### src/rtl/wb_scheduler_if.sv
// Decode-issue, ALU/long-unit writeback and register-file write signals around wb_scheduler.
interface wb_scheduler_if #(
   parameter int XLEN = 32,
   parameter int NREG = 32
);
   logic            issue_valid;
   logic [4:0]      issue_rs1;
   logic [4:0]      issue_rs2;
   logic [4:0]      issue_rd;
   logic            issue_wr;
   logic            issue_long;
   logic            stall;
   logic            a_valid;
   logic [4:0]      a_rd;
   logic [XLEN-1:0] a_data;
   logic            b_valid;
   logic            b_ready;
   logic [4:0]      b_rd;
   logic [XLEN-1:0] b_data;
   logic [4:0]      rd;
   logic [XLEN-1:0] wdata;
   logic            regwrite;
   logic [NREG-1:0] busy;
   logic            err;

   modport master (
      output issue_valid, issue_rs1, issue_rs2, issue_rd, issue_wr, issue_long,
      output a_valid, a_rd, a_data, b_valid, b_rd, b_data,
      input  stall, b_ready, rd, wdata, regwrite, busy, err
   );

   modport slave (
      input  issue_valid, issue_rs1, issue_rs2, issue_rd, issue_wr, issue_long,
      input  a_valid, a_rd, a_data, b_valid, b_rd, b_data,
      output stall, b_ready, rd, wdata, regwrite, busy, err
   );
endinterface

### src/rtl/wb_scheduler.sv
// Shares the register-file write port between ALU (priority) and long unit, scoreboards pending
// long writes and stalls decode on RAW/WAW or when MAXOUT long ops are outstanding; 1-cycle write latency.
module wb_scheduler #(
   parameter int XLEN   = 32,
   parameter int NREG   = 32,
   parameter int MAXOUT = 4
) (
   input  logic          clk,
   input  logic          rst,
   wb_scheduler_if.slave bus
);
   localparam int CW = $clog2(MAXOUT + 1);

   logic [NREG-1:0] busy_q, busy_d;
   logic [CW-1:0]   cnt_q, cnt_d;
   logic [4:0]      rd_q, rd_d;
   logic [XLEN-1:0] wdata_q, wdata_d;
   logic            regwrite_q, regwrite_d;
   logic            src_b_q, src_b_d;
   logic            err_q, err_d;

   logic            stall_c;
   logic            b_ready_c;
   logic            issue_ok;
   logic            long_ok;
   logic            b_hs;

   always_comb begin
      stall_c   = bus.issue_valid &
                  (busy_q[bus.issue_rs1] | busy_q[bus.issue_rs2] |
                   (bus.issue_wr & busy_q[bus.issue_rd]) |
                   (bus.issue_long & (cnt_q == CW'(MAXOUT))));
      b_ready_c = ~bus.a_valid & (cnt_q != '0);
      issue_ok  = bus.issue_valid & ~stall_c;
      long_ok   = issue_ok & bus.issue_long;
      b_hs      = bus.b_valid & b_ready_c;
   end

   always_comb begin
      busy_d = busy_q;
      // The write that retires a long op commits this edge, so its dependents may issue next cycle.
      if (regwrite_q & src_b_q) begin
         busy_d[rd_q] = 1'b0;
      end
      if (long_ok & bus.issue_wr & (bus.issue_rd != 5'd0)) begin
         busy_d[bus.issue_rd] = 1'b1;
      end
      busy_d[0] = 1'b0;

      cnt_d = cnt_q;
      if (long_ok & ~b_hs) begin
         cnt_d = cnt_q + CW'(1);
      end else if (b_hs & ~long_ok) begin
         cnt_d = cnt_q - CW'(1);
      end

      rd_d       = rd_q;
      wdata_d    = wdata_q;
      regwrite_d = 1'b0;
      src_b_d    = 1'b0;
      if (bus.a_valid) begin
         rd_d       = bus.a_rd;
         wdata_d    = bus.a_data;
         regwrite_d = (bus.a_rd != 5'd0);
      end else if (b_hs) begin
         rd_d       = bus.b_rd;
         wdata_d    = bus.b_data;
         regwrite_d = (bus.b_rd != 5'd0);
         src_b_d    = 1'b1;
      end

      err_d = err_q |
              (b_hs & (bus.b_rd != 5'd0) & ~busy_q[bus.b_rd]) |
              (bus.b_valid & (cnt_q == '0)) |
              (bus.a_valid & (bus.a_rd != 5'd0) & busy_q[bus.a_rd]);
   end

   always_ff @(posedge clk or posedge rst) begin
      if (rst) begin
         busy_q     <= '0;
         cnt_q      <= '0;
         rd_q       <= 5'd0;
         wdata_q    <= '0;
         regwrite_q <= 1'b0;
         src_b_q    <= 1'b0;
         err_q      <= 1'b0;
      end else begin
         busy_q     <= busy_d;
         cnt_q      <= cnt_d;
         rd_q       <= rd_d;
         wdata_q    <= wdata_d;
         regwrite_q <= regwrite_d;
         src_b_q    <= src_b_d;
         err_q      <= err_d;
      end
   end

   assign bus.stall    = stall_c;
   assign bus.b_ready  = b_ready_c;
   assign bus.rd       = rd_q;
   assign bus.wdata    = wdata_q;
   assign bus.regwrite = regwrite_q;
   assign bus.busy     = busy_q;
   assign bus.err      = err_q;
endmodule

### src/flat_wrapper.sv
// flat-port wrapper written by rule: the top's interface ports become plain ports
module wb_scheduler_flat 
#(
   parameter int XLEN   = 32,
   parameter int NREG   = 32,
   parameter int MAXOUT = 4
)
  (clk, rst, bus_issue_valid, bus_issue_rs1, bus_issue_rs2, bus_issue_rd, bus_issue_wr, bus_issue_long, bus_a_valid, bus_a_rd, bus_a_data, bus_b_valid, bus_b_rd, bus_b_data, bus_stall, bus_b_ready, bus_rd, bus_wdata, bus_regwrite, bus_busy, bus_err);
  wb_scheduler_if #(.XLEN(XLEN), .NREG(NREG)) bus_i ();
  input  logic clk;
  input  logic rst;
  input wire logic [$bits(bus_i.issue_valid)-1:0] bus_issue_valid;
  input wire logic [$bits(bus_i.issue_rs1)-1:0] bus_issue_rs1;
  input wire logic [$bits(bus_i.issue_rs2)-1:0] bus_issue_rs2;
  input wire logic [$bits(bus_i.issue_rd)-1:0] bus_issue_rd;
  input wire logic [$bits(bus_i.issue_wr)-1:0] bus_issue_wr;
  input wire logic [$bits(bus_i.issue_long)-1:0] bus_issue_long;
  input wire logic [$bits(bus_i.a_valid)-1:0] bus_a_valid;
  input wire logic [$bits(bus_i.a_rd)-1:0] bus_a_rd;
  input wire logic [$bits(bus_i.a_data)-1:0] bus_a_data;
  input wire logic [$bits(bus_i.b_valid)-1:0] bus_b_valid;
  input wire logic [$bits(bus_i.b_rd)-1:0] bus_b_rd;
  input wire logic [$bits(bus_i.b_data)-1:0] bus_b_data;
  output wire logic [$bits(bus_i.stall)-1:0] bus_stall;
  output wire logic [$bits(bus_i.b_ready)-1:0] bus_b_ready;
  output wire logic [$bits(bus_i.rd)-1:0] bus_rd;
  output wire logic [$bits(bus_i.wdata)-1:0] bus_wdata;
  output wire logic [$bits(bus_i.regwrite)-1:0] bus_regwrite;
  output wire logic [$bits(bus_i.busy)-1:0] bus_busy;
  output wire logic [$bits(bus_i.err)-1:0] bus_err;
  assign bus_i.issue_valid = bus_issue_valid;
  assign bus_i.issue_rs1 = bus_issue_rs1;
  assign bus_i.issue_rs2 = bus_issue_rs2;
  assign bus_i.issue_rd = bus_issue_rd;
  assign bus_i.issue_wr = bus_issue_wr;
  assign bus_i.issue_long = bus_issue_long;
  assign bus_i.a_valid = bus_a_valid;
  assign bus_i.a_rd = bus_a_rd;
  assign bus_i.a_data = bus_a_data;
  assign bus_i.b_valid = bus_b_valid;
  assign bus_i.b_rd = bus_b_rd;
  assign bus_i.b_data = bus_b_data;
  assign bus_stall = bus_i.stall;
  assign bus_b_ready = bus_i.b_ready;
  assign bus_rd = bus_i.rd;
  assign bus_wdata = bus_i.wdata;
  assign bus_regwrite = bus_i.regwrite;
  assign bus_busy = bus_i.busy;
  assign bus_err = bus_i.err;
  wb_scheduler #(.XLEN(XLEN), .NREG(NREG), .MAXOUT(MAXOUT)) u_core (.clk(clk), .rst(rst), .bus(bus_i));
endmodule
### config.mk
export PLATFORM = sky130hd
export DESIGN_NAME = wb_scheduler_flat
export DESIGN_NICKNAME = d
export VERILOG_FILES = /design/src/rtl/wb_scheduler_if.sv /design/src/rtl/wb_scheduler.sv /design/src/flat_wrapper.sv
export SDC_FILE = /design/constraint.sdc
export NUM_CORES = 1
export LEC_CHECK = 0
export ABC_AREA = 1
export BUFFER_PORTS_ARGS = -buffer_cell sky130_fd_sc_hd__buf_2
export CAP_MARGIN = 20
export CORE_ASPECT_RATIO = 1.2
export CORE_MARGIN = 2
export CORE_UTILIZATION = 47
export CTS_CLUSTER_DIAMETER = 150
export DETAILED_ROUTE_END_ITERATION = 16
export PLACE_DENSITY = 0.9
export SLEW_MARGIN = 40
export SYNTH_ARGS = -nofsm -noshare
export SYNTH_HDL_FRONTEND = slang
export SYNTH_SLANG_ARGS = --single-unit
### constraint.sdc
create_clock -name clk -period 2.55 [get_ports clk]
set_input_delay 0.51 -clock clk [delete_from_list [all_inputs] [get_ports clk]]
set_output_delay 0.51 -clock clk [all_outputs]
set_load 0.1 [all_outputs]
==> flow_summary_export.csv, run 1 <==
group,metric,value,unit
outcome,outcome,"finished clean",
cts,cts_max_path_buffers,2,
synthesis,ys_seq_area_frac,0.355,
cells_and_area,regArea,1890,um^2
cells_and_area,multi_input_area,2910,um^2
cts,cts_sinks,74,
power_and_ir_drop,clkPwrFrac,0.174,
cells_and_area,diodes,0,
detailed_routing,avgViaCountPerCell,5.75,
timing,slew_headroom,0.537,
floorplan,ios,169,
synthesis,ys_ff_latch,74,
synthesis,syn_nets,852,
detailed_routing,vias,6186,
global_route,antenna_found_initial,0,
cts,cts_root_buffer,"clkbuf_16",
cells_and_area,layout.nets,1036,
worst_setup_path,worst_path_most_repeated_cell,"nand2_1",
cells_and_area,drive_gt1_frac,0.324,
power_and_ir_drop,switching_share,0.578,
worst_setup_path,r2r_start,"u_core.bus.busy[25]$_DFF_PP0_",
power_and_ir_drop,intPower,3.12,mW
worst_setup_path,worst-r2r-cell-count,17,
power_and_ir_drop,irDropWorstVdd,0.968,mV
synthesis,synth_top_family_by_area,"simple AND/OR/NAND/NOR gates",
detailed_routing,route.detailed.drc,0,
placement,port_buffers,167,
global_route,grt_pass1_vias,5817,
detailed_routing,postRouteAntennaNets,0,
timing,period_needed,2.51,ns
timing,fmax,398,MHz
timing,report.final.setup_viol,0,
floorplan,die_h,119,um
worst_setup_path,end_kind,"output pin",
synthesis,synth_xor_area_frac,0.00335,
synthesis,synth.distinct_cells,37,
synthesis,muxShareOfSynthArea,0.0635,
flow_run,cap_violations,0,
floorplan,die_w,100,um
timing,worst_slew_pin_slew,0.694,ns
cts,cts_htree_levels,3,
worst_setup_path,cp_cell_sequence,"buf_2 -> inv_1 -> nor3_1 -> nand2_1 -> nand2_1 -> nor2_1 -> nand2_1 -> a21oi_4 -> buf_4 -> a21boi_4 -> buf_12",
worst_setup_path,critical-path-max-stage-delay,0.40,ns
worst_setup_path,r2r-end,"u_core.cnt_q[2]$_DFFE_PP0P_",
placement,gp_congestion,1.00,
global_route,grt_pass1_wl,29200,um
global_route,track_usage,0.311,
cells_and_area,area_growth,30.0,%
detailed_routing,first_pass_iters,5,
worst_setup_path,worstPathRequired,2.04,ns
cells_and_area,fin_area,6790,um^2
synthesis,ys.warnings.count,0,
power_and_ir_drop,switchingPower,4.27,mW
worst_setup_path,startpoint_type,"input port",
cells_and_area,n_fill_cell,1016,
synthesis,syn_inst,754,
worst_setup_path,worstPathArrival,2.00,ns
floorplan,rows,42,
worst_setup_path,r2r_slack,0.18,ns
placement,post_dp_cell_area,6430,um^2
cts,clkSlewWorstSetupHoldPaths,0.06,ns
worst_setup_path,slowest_stage,"nor3_1",
global_route,grt-ovfl-total,0,
floorplan,start_util,0.478,
cts,insertion_delay,0.33,ns
worst_setup_path,critical_path_class,"input port to output pin",
synthesis,syn_area,5220,um^2
detailed_routing,wl,18600,um
timing,post-route-period-util,0.984,
power_and_ir_drop,p_leak,3.31,nW
timing,slew_viol_final,0,
power_and_ir_drop,p_per_area,1090,nW/um^2
worst_setup_path,crit_fanout,5,
global_route,grt_start_max_net_pins,71,
cts,cts_inserted_buffers,9,
detailed_routing,routedWlPerCell,17.3,um
synthesis,synthSimpleGateAreaFrac,0.320,
synthesis,syn_area_per_cell,6.92,um^2
cts,cts_tree,"done",
floorplan,dieArea,12000,um^2
synthesis,synthAdderAreaFrac,0.00623,
placement,hpwl,13900,um
power_and_ir_drop,comb_power_share,0.566,
timing,fin_worst_skew,0.00744,ns
floorplan,design.core.area,10900,um^2
min_path,hp-class,"input port to asynchronous set/reset pin",
detailed_routing,first_iter_violations,645,
power_and_ir_drop,p_total,7.39,mW
power_and_ir_drop,pwr-share-seq,0.260,
synthesis,synth_compound_area_frac,0.149,
timing,rsz0062_at_grt,"false",
timing,hold_violations,0,
[synth_stat cells]
| cell | n | area share |
|---|---|---|
| a21boi_0 | 1 | 0.0014 |
| a21oi_1 | 56 | 0.054 |
| a21oi_2 | 1 | 0.0017 |
| a31o_2 | 1 | 0.0017 |
| a31oi_1 | 1 | 0.0012 |
| buf_2 | 12 | 0.012 |
| buf_4 | 4 | 0.0058 |
| buf_6 | 8 | 0.017 |
| buf_8 | 1 | 0.0029 |
| clkbuf_1 | 11 | 0.0079 |
| clkinv_1 | 1 | 0.00072 |
| conb_1 | 1 | 0.00072 |
| dfrtp_1 | 74 | 0.35 |
| fa_1 | 1 | 0.0038 |
| ha_1 | 1 | 0.0024 |
| inv_1 | 76 | 0.055 |
| inv_2 | 2 | 0.0014 |
| mux2_2 | 1 | 0.0022 |
| mux2i_1 | 32 | 0.061 |
| nand2_1 | 185 | 0.13 |
| nand2_2 | 1 | 0.0012 |
| nand3_1 | 105 | 0.10 |
| nand3_2 | 9 | 0.017 |
| nand3b_1 | 2 | 0.0029 |
| nand4_1 | 1 | 0.0012 |
| nor2_1 | 72 | 0.052 |
| nor2_2 | 1 | 0.0012 |
| nor2_4 | 1 | 0.0022 |
| nor3_1 | 8 | 0.0077 |
| o2111ai_1 | 2 | 0.0034 |
| o211ai_1 | 7 | 0.010 |
| o21ai_0 | 59 | 0.057 |
| o21ai_1 | 3 | 0.0029 |
| o221ai_1 | 10 | 0.017 |
| or2_2 | 1 | 0.0012 |
| xnor2_1 | 1 | 0.0017 |
| xor2_1 | 1 | 0.0017 |
[cells by family after synthesis]
family	Yosys count
and+or+nand+nor	386
xor gates and xnor gates	2
buffers and inverters	115
DFF	74
other	1
muxes	33
adders and majority gates	2
AOI/OAI and AO/OA	141
[registers in the layout, indices dropped and copies added (netlist names)]
signal and flops:
u_core.src_b_q 1, u_core.cnt_q 3, u_core.bus.regwrite 1, u_core.bus.err 1, u_core.bus.rd 5, u_core.bus.busy 31
u_core.bus.wdata 32
[final cells by class]
cell class	instances	area share
Timing Repair Buffer	209	0.180
Clock inverter	7	0.0112
Multi-Input combinational cell	565	0.429
Sequential cell	74	0.279
Inverter	79	0.0443
Clock buffer	9	0.0332
Tap cell	132	0.0243
[metrics by stage]
step / std cells / setup TNS (ns) / hold WS [ns] / util / worst slack, ns
global route: 1075 / 0 / 0.376 / 0.621 / 0.00109
CTS: 1072 / 0 / 0.328 / 0.616 / 0.0135
global placement: 1056 / -0.379 / 0.504 / 0.588 / -0.204
finish: 1075 / 0 / 0.310 / 0.621 / 0.0397
detailed placement: 1056 / -0.464 / 0.514 / 0.588 / -0.241
floorplan: 754 / -0.552 / 0.502 / - / -0.245
[layer usage]
| metal | global-route usage | wire length, um | vias up |
|---|---|---|---|
| met2 | 0.490 | 8800 | 414 |
| met4 | 0.157 | 765 | 0 |
| met5 | 0 | 0 | - |
| met3 | 0.0516 | 2010 | 70 |
| li1 | - | - | 2875 |
| met1 | 0.412 | 7060 | 2827 |
[worst max path at each step]
stage / cells past startpoint / endpoint / start / slack [ns]
CTS: 17 / u_core.cnt_q[2]$_DFFE_PP0P_ / u_core.bus.busy[28]$_DFF_PP0_ / 0.01
global placement: 17 / u_core.cnt_q[2]$_DFFE_PP0P_ / bus_issue_rd[1] / -0.20
floorplan: 20 / u_core.cnt_q[2]$_DFFE_PP0P_ / bus_issue_rd[0] / -0.24
detailed placement: 19 / u_core.cnt_q[2]$_DFFE_PP0P_ / bus_issue_rd[0] / -0.24
finish: 11 / bus_stall / bus_issue_rd[4] / 0.04
global route: 13 / bus_stall / bus_issue_rd[0] / 0.001
[power groups by stage]
stage | combinational, mW | clock, mW | sequential [mW]
finish | 4.18 | 1.28 | 1.92
global route | 4.38 | 1.33 | 1.94
CTS | 4.08 | 1.28 | 1.88
detailed placement | 4.07 | 0 | 1.90
global placement | 4.03 | 0 | 1.89
floorplan | 1.07 | 0 | 3.83
[worst max-delay path, delay by kind of cell]
kind	cells	cell delay [ns]
AND/OR/NAND/NOR	5	0.70
buffers and inverters	4	0.56
AO/OA/AOI/OAI	2	0.22
[repair_timing]
action,CTS,global route
setup buffers,0,3
hold buffers,0,0
resized for setup,0,29
setup endpoints to repair,0,3
[cell usage in the layout, fill, tap and decap left out, types with 9 or more instances in the layout]
master and count:
nand3_1 105, dfrtp_2 31, inv_2 23, mux2i_1 32, buf_2 165, dfrtp_1 43, o221ai_1 10, nand3_2 9
buf_4 38, nand2_1 183, o21ai_0 55, nor2_1 71, inv_1 55, clkbuf_16 9, a21oi_1 53
(Power assumes the default switching activity.)
==> run 2: changes to the inputs <==
Settings changed: ABC_AREA 1 to 0, BUFFER_PORTS_ARGS -buffer_cell sky130_fd_sc_hd__buf_2 to -buffer_cell sky130_fd_sc_hd__buf_4.
==> flow_summary_export.csv, run 2 <==
group,metric,value,unit
outcome,violations,"negative setup slack",
cts,cts_max_path_buffers,2,
global_route,grt_use_met1,0.377,
detailed_routing,routedWlPerCell,23.3,um
global_route,grt_start_max_net_pins,74,
floorplan,dieArea,11800,um^2
timing,worst_slew_pin_slew,0.669,ns
global_route,grt_pass1_wl,29000,um
worst_setup_path,worstPathArrival,3.23,ns
synthesis,syn_inst,462,
power_and_ir_drop,switchingPower,4.29,mW
power_and_ir_drop,comb_power_share,0.607,
cells_and_area,layout.nets,784,
timing,post-route-period-util,1.16,
min_path,hp-class,"input port to asynchronous set/reset pin",
global_route,track_usage,0.322,
timing,fmax,337,MHz
placement,port_buffers,167,
global_route,grt_pass1_vias,5258,
global_route,grtUsageMet2,0.540,
global_route,antenna_found_initial,0,
floorplan,ios,169,
synthesis,synth_compound_area_frac,0.211,
detailed_routing,first_pass_iters,5,
timing,rsz0062_at_grt,"true",
synthesis,ys_ff_latch,74,
detailed_routing,avgViaCountPerCell,6.27,
detailed_routing,postRouteAntennaNets,0,
synthesis,synth_xor_area_frac,0.00511,
cts,cts_htree_levels,3,
power_and_ir_drop,intPower,4.09,mW
power_and_ir_drop,p_total,8.38,mW
timing,report.final.setup_viol,3,
synthesis,synth_flop_cell,"dfrtp_1",
cells_and_area,diodes,0,
cts,cts_tree,"done",
flow_run,cap_violations,0,
synthesis,synth_top_family_by_area,"multiplexers",
cts,insertion_delay,0.34,ns
global_route,busiest_layer,"met2",
timing,hold_violations,0,
worst_setup_path,critical_path_class,"flip-flop to flip-flop",
worst_setup_path,startpoint_type,"flip-flop",
cts,cts_hold_buf,0,
power_and_ir_drop,pwr-share-seq,0.228,
cells_and_area,drive_gt1_frac,0.548,
power_and_ir_drop,switching_share,0.512,
placement,gp_congestion,1.04,
synthesis,synth.distinct_cells,61,
floorplan,rows,41,
global_route,grt-ovfl-total,0,
power_and_ir_drop,p_leak,3.27,nW
synthesis,synth_top_cell_area_share,0.360,
power_and_ir_drop,clkPwrFrac,0.165,
synthesis,synthTopCellsByCount,"dfrtp_1, o21ai_0, mux2i_1, nand2_1, o41ai_2",
cts,cts_root_buffer,"clkbuf_16",
timing,slew_headroom,0.554,
synthesis,yosysTopAreaCell,"dfrtp_1",
timing,tns,-1.16,ns
cts,cts_sinks,74,
floorplan,die_w,99.5,um
synthesis,yosysMostFrequentCell,"dfrtp_1",
synthesis,syn_area,5140,um^2
floorplan,die_h,119,um
placement,placed_cells,795,
global_route,use_met3,0.0852,
worst_setup_path,end_kind,"flip-flop",
synthesis,syn_area_per_cell,11.1,um^2
placement,hpwl,14300,um
worst_setup_path,worstPathRequired,2.81,ns
floorplan,design.core.area,10600,um^2
synthesis,synth_edf_count,0,
cts,clkSlewWorstSetupHoldPaths,0.06,ns
floorplan,start_util,0.486,
detailed_routing,first_iter_violations,496,
synthesis,ys_async_sr_fraction,1.00,
timing,timing.final.ws_setup,-0.420,ns
cells_and_area,layout_commonest_cell,"buf_4",
synthesis,ys.warnings.count,0,
synthesis,syn_nets,560,
synthesis,synthSimpleGateAreaFrac,0.110,
detailed_routing,vias,5141,
cells_and_area,layout.cells.non_filler,820,
synthesis,synth_area_leaders,"dfrtp_1, mux2i_1, mux4_2, o41ai_2, o21ai_0",
cells_and_area,area_growth,44.0,%
cts,cts_inserted_buffers,9,
worst_setup_path,crit_fanout,4,
power_and_ir_drop,p_per_area,1130,nW/um^2
cells_and_area,most-common-layout-cells,"buf_4, o21ai_0, mux2i_1",
detailed_routing,route.detailed.drc,0,
detailed_routing,wl,19100,um
power_and_ir_drop,irDropWorstVdd,1.23,mV
cells_and_area,largest_reg_flops,32,
outcome,outcome,"finished, violations left",
timing,period_needed,2.97,ns
synthesis,ys_seq_area_frac,0.360,
synthesis,muxShareOfSynthArea,0.247,
timing,slew_viol_final,0,
synthesis,synthAdderAreaFrac,0.00633,
timing,fin_worst_skew,0.0119,ns
-- run 2: changes by cell type after synthesis, sizes merged, moves of 7 or more --
| cell | previous run | this run |
|---|---|---|
| o22ai | 0 | 8 |
| a21oi | 57 | 3 |
| mux2i | 32 | 64 |
| clkbuf | 11 | 18 |
| nand2 | 186 | 52 |
| o211ai | 7 | 0 |
| inv | 78 | 8 |
| o41ai | 0 | 31 |
| mux4 | 0 | 25 |
| o221ai | 10 | 1 |
| nand3 | 114 | 2 |
| nor2 | 74 | 11 |
-- run 2: what timing repair did --
action                                  4_1_cts  5_1_grt
cloned                                        0        0
endpoints found under the hold margin         0        0
endpoints found under the setup margin        3        3
pin swaps                                     6        1
buffers inserted                              6        3
gates resized for setup                       9        1
-- run 2: path summary, 6_finish.rpt --
kind                                               start                                to  slack (ns)  depth (start not counted)
max in group asynchronous                            rst       u_core.cnt_q[1]$_DFFE_PP0P_        1.71                          3
setup / recovery           u_core.bus.busy[18]$_DFF_PP0_       u_core.cnt_q[2]$_DFFE_PP0P_       -0.42                         13
setup reg to reg           u_core.bus.busy[18]$_DFF_PP0_       u_core.cnt_q[2]$_DFFE_PP0P_       -0.42                         13
min in group clk                          bus_a_data[24]  u_core.bus.wdata[24]$_DFFE_PP0P_        0.38                          3
hold reg to reg                 u_core.bus.err$_DFF_PP0_          u_core.bus.err$_DFF_PP0_        0.50                          2
hold / removal                                       rst     u_core.bus.busy[28]$_DFF_PP0_        0.24                          2
-- run 2: area by class of cell --
| class | count | area (um^2) |
|---|---|---|
| fillers | 738 | 3170 |
| multi-input cells | 339 | 3030 |
| repair buffers | 254 | 1960 |
| flip-flops and latches | 74 | 1890 |
| clock buffers | 12 | 246 |
| well taps | 129 | 161 |
| clock inverters | 4 | 76.3 |
| inverters | 8 | 31.3 |
-- run 2: critical path, stage by stage, from the launching register on --
cell	delay, ns
dfrtp_2	0.44
mux4_2	0.47
mux2i_2	0.19
nor3b_2	0.07
nor3_2	0.23
nand4_4	0.18
buf_6	0.17
nor3_4	0.12
ha_2	0.21
inv_2	0.04
fa_2	0.32
xor2_1	0.15
nor2_1	0.12
xor2_1	0.18
-- run 2: cell families after synthesis --
group / after synthesis
buffers and inverters: 49
XOR/XNOR: 3
AND/OR/NAND/NOR: 108
flip-flops: 74
other: 1
adder cells (fa/ha/maj): 2
multiplexers: 95
AO/OA/AOI/OAI: 130
-- run 2: power by group through the flow --
stage          registers (mW)  logic (mW)  clock network [mW]
2_1_floorplan            3.83        1.31                   0
3_3_place_gp             1.91        4.82                   0
3_5_place_dp             1.92        4.88                   0
4_1_cts                  1.89        5.00                1.39
5_1_grt                  1.93        5.24                1.44
6_report                 1.91        5.09                1.38
-- run 2: stage by stage --
step / util / worst slack [ns] / instance area, um^2 / hold WS (ns)
3_3_place_gp: 0.659 / -0.455 / 6960 / 0.481
5_1_grt: 0.700 / -0.542 / 7400 / 0.279
6_report: 0.700 / -0.420 / 7400 / 0.237
3_5_place_dp: 0.659 / -0.556 / 6960 / 0.484
4_1_cts: 0.697 / -0.367 / 7370 / 0.326
2_1_floorplan: - / -0.491 / 5200 / 0.461
-- run 2: per-layer routing --
metal,up-vias,wire length [um]
li1,2223,-
met1,2506,6820
met2,346,9520
met3,66,1880
met4,0,877
met5,-,0
==> run 3: changes to the inputs <==
==> constraint.sdc (replaced) <==
create_clock -name clk -period 2.55 [get_ports clk]
set_input_delay 0.255 -clock clk [delete_from_list [all_inputs] [get_ports clk]]
set_output_delay 0.255 -clock clk [all_outputs]
set_load 0.1 [all_outputs]
==> flow_summary_export.csv, run 3 (synthesized netlist as in run 2, its figures left out) <==
group,metric,value,unit
timing,slew_viol_final,0,
timing,rsz0062_at_grt,"true",
placement,hpwl,14000,um
global_route,track_usage,0.320,
global_route,antenna_found_initial,0,
power_and_ir_drop,clkPwrFrac,0.177,
floorplan,die_w,99.5,um
worst_setup_path,crit_fanout,6,
timing,slew_headroom,0.558,
flow_run,cap_violations,0,
power_and_ir_drop,pwr-share-seq,0.224,
worst_setup_path,critical-path-max-stage-delay,0.50,ns
cells_and_area,regArea,1890,um^2
cts,cts_root_buffer,"clkbuf_16",
worst_setup_path,startpoint_type,"flip-flop",
detailed_routing,route.detailed.drc,0,
timing,report.final.setup_viol,4,
cells_and_area,area_growth,45.5,%
detailed_routing,first_iter_violations,518,
floorplan,rows,41,
cts,cts_inserted_buffers,9,
worst_setup_path,cp_cell_sequence,"mux4_2 -> nor2b_2 -> nor4_2 -> nor3_2 -> nand4_4 -> buf_6 -> buf_12 -> o21a_4 -> buf_12",
detailed_routing,vias,5160,
cells_and_area,drive_gt1_frac,0.555,
cells_and_area,layout_commonest_cell,"buf_4",
cells_and_area,finish.utilization,0.707,
power_and_ir_drop,comb_power_share,0.599,
power_and_ir_drop,switchingPower,4.25,mW
timing,fmax,365,MHz
worst_setup_path,r2r_slack,-0.18,ns
floorplan,start_util,0.486,
timing,period_needed,2.74,ns
cts,insertion_delay,0.34,ns
detailed_routing,routedWlPerCell,23.0,um
worst_setup_path,slowest_stage,"mux4_2",
power_and_ir_drop,p_per_area,1140,nW/um^2
cells_and_area,fin_area,7470,um^2
floorplan,die_h,119,um
timing,worst_slew_pin_slew,0.663,ns
outcome,violations,"negative setup slack",
cts,cts_tree,"done",
detailed_routing,wl,18900,um
min_path,hp-class,"input port to flip-flop",
floorplan,design.core.area,10600,um^2
worst_setup_path,crit_buf_inv,3,
outcome,outcome,"finished, violations left",
timing,fin_worst_skew,0.00507,ns
global_route,grt_pass1_wl,29100,um
worst_setup_path,critical_path.top_delay_family,"simple AND/OR/NAND/NOR gates",
cts,cts_htree_levels,3,
detailed_routing,first_pass_iters,5,
worst_setup_path,end_kind,"output pin",
placement,post_dp_cell_area,6890,um^2
cells_and_area,n_fill_cell,734,
placement,dp_worst_setup_slack,-0.292,ns
placement,gp_congestion,1.04,
cts,cts_sinks,74,
cts,cts_max_path_buffers,2,
global_route,grt_start_max_net_pins,74,
timing,post-route-period-util,1.07,
cells_and_area,multi_input_area,3080,um^2
floorplan,ios,169,
cts,clkSlewWorstSetupHoldPaths,0.06,ns
global_route,grt_pass1_vias,5397,
worst_setup_path,worstPathRequired,2.30,ns
worst_setup_path,worst_path_most_repeated_cell,"buf_12",
global_route,grt-ovfl-total,0,
timing,timing.final.ws_setup,-0.187,ns
worst_setup_path,critical_path_class,"flip-flop to output pin",
cells_and_area,largest_reg_flops,32,
worst_setup_path,worstPathArrival,2.48,ns
cells_and_area,layout.nets,785,
power_and_ir_drop,irDropWorstVdd,1.30,mV
placement,port_buffers,167,
power_and_ir_drop,switching_share,0.501,
detailed_routing,postRouteAntennaNets,0,
power_and_ir_drop,intPower,4.23,mW
floorplan,dieArea,11800,um^2
cells_and_area,most-common-layout-cells,"buf_4, o21ai_0, mux2i_1",
power_and_ir_drop,p_leak,3.30,nW
detailed_routing,avgViaCountPerCell,6.29,
cells_and_area,diodes,0,
timing,tns,-0.534,ns
timing,hold_violations,0,
==> run 3: cell count changes in the layout (fill, tap and decap cells not counted), sizes merged <==
cell,delta
clkinv,-2
bufinv,+1
dlygate4sd3,+1
inv,+1
==> run 3: path summary, 6_finish.rpt <==
kind | startpoint | endpoint | depth (start not counted)
min in group asynchronous | rst | u_core.bus.busy[12]$_DFF_PP0_ | 3
worst max-delay path | u_core.bus.busy[6]$_DFF_PP0_ | bus_stall | 9
worst max register to register | u_core.bus.busy[10]$_DFF_PP0_ | u_core.cnt_q[2]$_DFFE_PP0P_ | 13
max in group asynchronous | rst | u_core.bus.busy[24]$_DFF_PP0_ | 4
worst min-delay path | bus_a_data[21] | u_core.bus.wdata[21]$_DFFE_PP0P_ | 3
worst min register to register | u_core.cnt_q[2]$_DFFE_PP0P_ | u_core.cnt_q[2]$_DFFE_PP0P_ | 1
==> run 3: power by group through the flow <==
stage,combinational (mW),clock [mW],sequential (mW)
final,5.08,1.50,1.90
after global routing,5.26,1.56,1.93
after CTS,4.98,1.52,1.87
after detailed placement,4.83,0,1.91
after global placement,4.75,0,1.90
after floorplan,1.31,0,3.83
==> run 3: through the flow <==
| step | power (mW) | hold WS (ns) | std cells |
|---|---|---|---|
| CTS | 8.37 | 0.116 | 814 |
| finish | 8.48 | 0.121 | 821 |
| detailed placement | 6.74 | 0.358 | 788 |
| floorplan | 5.15 | 0.372 | 462 |
| global placement | 6.65 | 0.344 | 788 |
| global route | 8.75 | 0.122 | 821 |
==> run 3: layout make-up <==
| cell class | count | share of cell area |
|---|---|---|
| sequential | 74 | 0.253 |
| inverter | 8 | 0.00402 |
| clock buffer | 12 | 0.0343 |
| timing repair buffer | 255 | 0.262 |
| multi-input combinational | 339 | 0.412 |
| tap | 129 | 0.0216 |
| clock inverter | 4 | 0.0131 |
==> run 3: worst reg2reg max path, delay by kind of cell (launching register included) <==
kind	cells	cell delay, ns
mux	1	0.20
simple gates	4	0.68
xor+xnor	2	0.29
fa+ha+maj	2	0.54
compound gates	2	0.27
flops	1	0.42
buf+inv	2	0.21
==> run 3: routing by layer <==
layer,vias to the layer above,part of all wire,routed length (um),global-route usage
met5,-,0,0,0
met4,0,0.043,811,0.152
met3,70,0.095,1800,0.0852
met2,364,0.50,9370,0.539
met1,2509,0.37,6910,0.375
li1,2217,-,-,-
==> run 3: repair_timing <==
item                       in CTS  in global routing
hold endpoints to repair        5                  0
gates resized for setup         9                  9
pin swaps                       4                  7
setup endpoints to repair       3                  6
hold buffers                    1                  0
setup buffers                   8                  8
gates cloned                    1                  0
